## src/rtl/ssd_pkg.sv

```systemverilog
// ssd_pkg: active-low seven-segment glyph constants and lookup (bit0 = a).
// Shared by every display block that needs nibble-to-segment decoding.
package ssd_pkg;

  localparam logic [6:0] SEG_BLANK = 7'h7F;

  localparam logic [6:0] GLYPH_0 = 7'h40;
  localparam logic [6:0] GLYPH_1 = 7'h79;
  localparam logic [6:0] GLYPH_2 = 7'h24;
  localparam logic [6:0] GLYPH_3 = 7'h30;
  localparam logic [6:0] GLYPH_4 = 7'h19;
  localparam logic [6:0] GLYPH_5 = 7'h12;
  localparam logic [6:0] GLYPH_6 = 7'h02;
  localparam logic [6:0] GLYPH_7 = 7'h78;
  localparam logic [6:0] GLYPH_8 = 7'h00;
  localparam logic [6:0] GLYPH_9 = 7'h10;
  localparam logic [6:0] GLYPH_A = 7'h08;
  localparam logic [6:0] GLYPH_B = 7'h03;
  localparam logic [6:0] GLYPH_C = 7'h46;
  localparam logic [6:0] GLYPH_D = 7'h21;
  localparam logic [6:0] GLYPH_E = 7'h06;
  localparam logic [6:0] GLYPH_F = 7'h0E;

  // Nibbles above 9 render as blanks unless hex glyphs are enabled.
  function automatic logic [6:0] glyph(
    input logic [3:0] nib,
    input logic       hex_mode
  );
    logic [6:0] g;
    unique case (nib)
      4'h0: g = GLYPH_0;
      4'h1: g = GLYPH_1;
      4'h2: g = GLYPH_2;
      4'h3: g = GLYPH_3;
      4'h4: g = GLYPH_4;
      4'h5: g = GLYPH_5;
      4'h6: g = GLYPH_6;
      4'h7: g = GLYPH_7;
      4'h8: g = GLYPH_8;
      4'h9: g = GLYPH_9;
      4'hA: g = GLYPH_A;
      4'hB: g = GLYPH_B;
      4'hC: g = GLYPH_C;
      4'hD: g = GLYPH_D;
      4'hE: g = GLYPH_E;
      4'hF: g = GLYPH_F;
    endcase
    if ((nib > 4'h9) && !hex_mode) begin
      g = SEG_BLANK;
    end
    return g;
  endfunction

endpackage

```

## src/rtl/ssd_glyph_lut.sv

```systemverilog
// ssd_glyph_lut: combinational nibble + hex_mode to active-low segments.
// Thin wrapper over ssd_pkg::glyph so other display blocks can reuse it.
module ssd_glyph_lut
  import ssd_pkg::*;
(
  input  logic [3:0] nib,
  input  logic       hex_mode,
  output logic [6:0] seg
);

  assign seg = glyph(nib, hex_mode);

endmodule

```

## src/rtl/ssd_scan_driver.sv

```systemverilog
// ssd_scan_driver: multiplexed common-anode 7-seg scanner with anode guard.
// Optional decimal point ports are enabled by defining SSD_DP_EN.
module ssd_scan_driver
  import ssd_pkg::*;
#(
  parameter int NUM_DIGITS   = 4,
  parameter int REFRESH_DIV  = 50000,
  parameter int GUARD_CYCLES = 16
) (
  input  logic                    clk,
  input  logic                    rst_n,
  input  logic                    load,
  input  logic [4*NUM_DIGITS-1:0] value,
  input  logic                    hex_mode,
  input  logic                    lz_blank,
  output logic [6:0]              seg,
  output logic [NUM_DIGITS-1:0]   an
`ifdef SSD_DP_EN
  ,
  input  logic [NUM_DIGITS-1:0]   dp_in,
  output logic                    dp
`endif
);

  localparam int CW = $clog2(REFRESH_DIV);
  localparam int IW =
    (NUM_DIGITS > 1) ? $clog2(NUM_DIGITS) : 1;

  localparam logic [CW-1:0] CNT_LAST =
    CW'(REFRESH_DIV - 1);
  localparam logic [IW-1:0] IDX_LAST =
    IW'(NUM_DIGITS - 1);

  logic [CW-1:0]           cnt;
  logic [CW-1:0]           cnt_nxt;
  logic [IW-1:0]           idx;
  logic [IW-1:0]           idx_nxt;
  logic [4*NUM_DIGITS-1:0] shadow;
  logic [NUM_DIGITS-1:0]   lz_mask;
  logic [NUM_DIGITS-1:0]   an_nxt;
  logic [3:0]              nib;
  logic                    nib_lz;
  logic [6:0]              lut_seg;
  logic [6:0]              seg_nxt;
  logic                    terminal;
  logic                    in_guard;

  assign terminal = (cnt == CNT_LAST);
  assign cnt_nxt  = terminal ? '0 : cnt + CW'(1);

  always_comb begin
    idx_nxt = idx;
    if (terminal) begin
      idx_nxt = (idx == IDX_LAST) ? '0 : idx + IW'(1);
    end
  end

  // Digit k is a leading zero when nibble k and every nibble above it is 0.
  always_comb begin
    logic upper_zero;
    upper_zero = 1'b1;
    lz_mask    = '0;
    for (int k = NUM_DIGITS - 1; k >= 0; k--) begin
      upper_zero = upper_zero & (shadow[4*k +: 4] == 4'h0);
      if (k != 0) begin
        lz_mask[k] = upper_zero;
      end
    end
  end

  always_comb begin
    nib    = 4'h0;
    nib_lz = 1'b0;
    for (int k = 0; k < NUM_DIGITS; k++) begin
      if (idx_nxt == IW'(k)) begin
        nib    = shadow[4*k +: 4];
        nib_lz = lz_mask[k];
      end
    end
  end

  ssd_glyph_lut u_lut (
    .nib      (nib),
    .hex_mode (hex_mode),
    .seg      (lut_seg)
  );

  assign seg_nxt =
    (lz_blank && nib_lz) ? SEG_BLANK : lut_seg;

  assign in_guard =
    (GUARD_CYCLES > 0) &&
    (int'(cnt_nxt) < GUARD_CYCLES);

  always_comb begin
    an_nxt = '1;
    if (!in_guard) begin
      for (int k = 0; k < NUM_DIGITS; k++) begin
        an_nxt[k] = (idx_nxt != IW'(k));
      end
    end
  end

  // seg only changes on the slot boundary, so mode inputs never glitch it.
  always_ff @(posedge clk or negedge rst_n) begin
    if (!rst_n) begin
      cnt    <= '0;
      idx    <= '0;
      shadow <= '0;
      seg    <= SEG_BLANK;
      an     <= '1;
    end else begin
      cnt <= cnt_nxt;
      idx <= idx_nxt;
      an  <= an_nxt;
      if (load) begin
        shadow <= value;
      end
      if (terminal) begin
        seg <= seg_nxt;
      end
    end
  end

`ifdef SSD_DP_EN
  logic [NUM_DIGITS-1:0] shadow_dp;
  logic                  dp_nxt;

  always_comb begin
    dp_nxt = 1'b1;
    for (int k = 0; k < NUM_DIGITS; k++) begin
      if (idx_nxt == IW'(k)) begin
        dp_nxt = ~shadow_dp[k];
      end
    end
  end

  always_ff @(posedge clk or negedge rst_n) begin
    if (!rst_n) begin
      shadow_dp <= '0;
      dp        <= 1'b1;
    end else begin
      if (load) begin
        shadow_dp <= dp_in;
      end
      if (terminal) begin
        dp <= dp_nxt;
      end
    end
  end
`endif

endmodule

```

## config.mk

```make
export PLATFORM = sky130hd
export DESIGN_NAME = ssd_scan_driver
export DESIGN_NICKNAME = d
export VERILOG_FILES = /design/src/rtl/ssd_pkg.sv /design/src/rtl/ssd_glyph_lut.sv /design/src/rtl/ssd_scan_driver.sv
export SDC_FILE = /design/constraint.sdc
export NUM_CORES = 1
export LEC_CHECK = 0
export CORE_MARGIN = 2
export CORE_UTILIZATION = 30
export DETAILED_ROUTE_END_ITERATION = 8
export DONT_BUFFER_PORTS = 1
export MAX_ROUTING_LAYER = met4
export PLACE_DENSITY = 0.5
export SYNTH_ARGS = -nofsm -noshare
export SYNTH_HDL_FRONTEND = slang
export SYNTH_SLANG_ARGS = --single-unit
```

## constraint.sdc

```tcl
create_clock -name clk -period 10.44 [get_ports clk]
set_clock_uncertainty 0.1 [all_clocks]
set_input_delay 2.088 -clock clk [delete_from_list [all_inputs] [get_ports clk]]
set_output_delay 2.088 -clock clk [all_outputs]
set_load 0.005 [all_outputs]
```

==> reports/qor.yml <==
status:
  status: "complete, no violations"
finish:
  layout.nets: 289
  diodes: 0
  final_cell_mix: "dfrtp_1 (34), nor2_1 (21), nand2_1 (15)"
  area_growth_pct: 6.07
  layout-drive-gt1-share_pct: 14.6
  final_common_cell: "dfrtp_1"
timing:
  final-setup-viol-count: 0
  timing.fmax_mhz: 216
  drv_slew: 0
  max_slew_margin_pct: 36.5
  timing.final.crit_share_pct: 44.3
  worstMarginPinSlew_ps: 926
  rsz0062_at_grt: "no"
  hold_viol: 0
  period_minus_slack_ps: 4620
  setup_total_negative_slack_ps: 0
detailed_routing:
  totalWireLength_um: 6030
  wire_per_inst_um: 16.4
  avgViaCountPerCell: 5.26
  first_iter_violations: 89
  ant_nets: 0
  drc: 0
  drt-pass1-iter-count: 4
  vias: 1935
worst_setup_path:
  r2r_slack_ps: 5820
  path_class: "flop to flop"
  path_max_fanout: 17
  crit_top_cell: "ha_1"
  rr_worst_depth: 12
  cp.buffers_inverters: 1
  critical_path.cell_chain: "ha_1 -> and3_1 -> and4b_1 -> mux2i_1 -> inv_1 -> a211o_1 -> and2_1 -> ha_1 -> nor2_1 -> a21oi_1 -> o311a_1 -> o211ai_1"
  reg2reg_to: "seg[3]$_DFFE_PN1N_"
  max_stage_delay_ps: 850
  critPathRequiredTime_ps: 10570
  cp.arrival_ps: 4750
  critical_path.top_delay_family: "simple AND/OR/NAND/NOR gates"
  reg2reg_from: "cnt[0]$_DFF_PN0_"
  cp.depth: 12
  slowest_stage: "mux2i_1"
  start_kind: "flop"
  endpoint_kind: "flop"
clock_tree:
  clk_path_buf_depth: 2
  cts_resized: 0
  cts-buffers-inserted: 5
  htree_levels: 2
  cts-root-buf: "clkbuf_8"
  cts_tree: "yes"
  clkTransAtPathRegs_ps: 100
  cts.sinks: 45
  hold_buffers: 0
  clk_latency_ps: 300
  cts_setup_buffers: 0
logic_synthesis:
  synth_top_area_share_pct: 32.0
  yosys-top-cells-area: "dfrtp_1 (32%), dfstp_2 (11%), mux2_2 (4.7%)"
  synth_seq_cells: 45
  yosys.area.top_type: "dfrtp_1"
  syn_avg_cell_area_um2: 9.93
  syn_area_um2: 2660
  synth-edff-count: 0
  ys_async_sr_fraction_pct: 100
  syn_inst: 268
  synthDistinctLibCells: 50
  yosysWarnings: 0
  synth_fp_nets: 298
  yosys_most_used_dff: "dfrtp_1"
  yosysSeqAreaShare_pct: 42.8
die:
  die_area_um2: 9640
  num_rows: 34
  die_w_um: 98.2
  die_h_um: 98.2
  coreArea_um2: 8680
  start_util_pct: 30.7
  io-pin-count: 32
worst_hold_path:
  hp-start: "cnt[0]$_DFF_PN0_"
  hold_depth: 1
  min_path_type: "flop to flop"
  worstHoldEndpoint: "cnt[0]$_DFF_PN0_"
global_route:
  grt_pass1_wl_um: 10400
  grt_usage_pct: 13.8
  antenna_found_initial: 0
  grt_pass1_vias: 1973
  overflow: 0
  grt_start_max_net_pins: 46
placement:
  io_buffers: 0
  hpwl_um: 4430
  place_congestion: 0.868
run:
  maxCapViolations: 0
power_and_ir_drop:
  total_power_mw: 0.360
  irDropWorstVdd_uv: 62.1
  p_leak_nw: 1.17
  power_density_nw_per_um2: 127
-- synthesized netlist by cell type (all sizes together), types with 3 or more instances --
cell type / number
nor3: 6
mux2i: 3
buf: 7
o211ai: 3
a211o: 7
ha: 9
a21o: 3
clkbuf: 9
xnor2: 11
and2: 5
a211oi: 6
or2: 3
inv: 12
dfstp: 11
xor2: 9
dfrtp: 34
nand2: 15
nor4: 6
o21ai: 10
a21oi: 10
nand3b: 3
nand4: 4
or4: 3
and3: 4
or3: 4
nand3: 13
nor2: 21
mux2: 11
a31oi: 9
-- area by class of cell --
class                   count  area, µm²
clock buffers               5       68.8
well taps                 108        135
clock inverters             3       50.0
fillers                   902       5860
flip-flops and latches     45       1140
inverters                  12       45.0
multi-input cells         195       1380
-- metrics by stage --
stage	std cells	setup WS (ps)	hold slack, ps	cell area (µm²)	utilization (%)
CTS	368	5800	391	2820	32.5
finish	368	5820	393	2820	32.5
global placement	360	5930	370	2700	31.2
floorplan	268	6740	355	2660	-
detailed placement	360	5820	377	2700	31.2
global route	368	5450	425	2820	32.5
-- cells by family after synthesis --
family,Yosys count,share of synthesized area (%)
XOR/XNOR,20,6.58
AO/OA/AOI/OAI,56,15.5
adder cells (fa/ha/maj),9,4.23
buffers and inverters,28,5.17
flip-flops,45,42.8
AND/OR/NAND/NOR,96,19.9
multiplexers,14,5.78
-- how the worst max path moves through the flow --
| stage | start | slack [ps] | end |
|---|---|---|---|
| 4_1_cts | cnt[0]$_DFF_PN0_ | 5800 | seg[3]$_DFFE_PN1N_ |
| 6_report | cnt[0]$_DFF_PN0_ | 5820 | seg[3]$_DFFE_PN1N_ |
| 2_1_floorplan | cnt[11]$_DFF_PN0_ | 6740 | seg[3]$_DFFE_PN1N_ |
| 5_1_grt | cnt[0]$_DFF_PN0_ | 5450 | seg[3]$_DFFE_PN1N_ |
| 3_3_place_gp | cnt[0]$_DFF_PN0_ | 5930 | seg[3]$_DFFE_PN1N_ |
| 3_5_place_dp | cnt[0]$_DFF_PN0_ | 5820 | seg[3]$_DFFE_PN1N_ |
-- power breakdown --
group	internal, mW	switching [mW]	total, mW
combinational	0.0163	0.0159	0.0322
clock	0.0735	0.0681	0.142
sequential	0.180	0.00551	0.186
-- state kept, by name (all words and copies together) (netlist names) --
| name | flops |
|---|---|
| cnt | 16 |
| shadow | 16 |
| seg | 7 |
| an | 4 |
| idx | 2 |
-- routing by layer --
metal / global-route usage (%) / part of all wire, % / up-vias
met1: 17.0 / 46 / 939
met4: 5.27 / 1.5 / 0
met5: - / 0 / -
met2: 21.9 / 48 / 37
met3: 3.44 / 3.7 / 10
li1: - / - / 949
No activity file was read; power rests on OpenSTA's default activity.
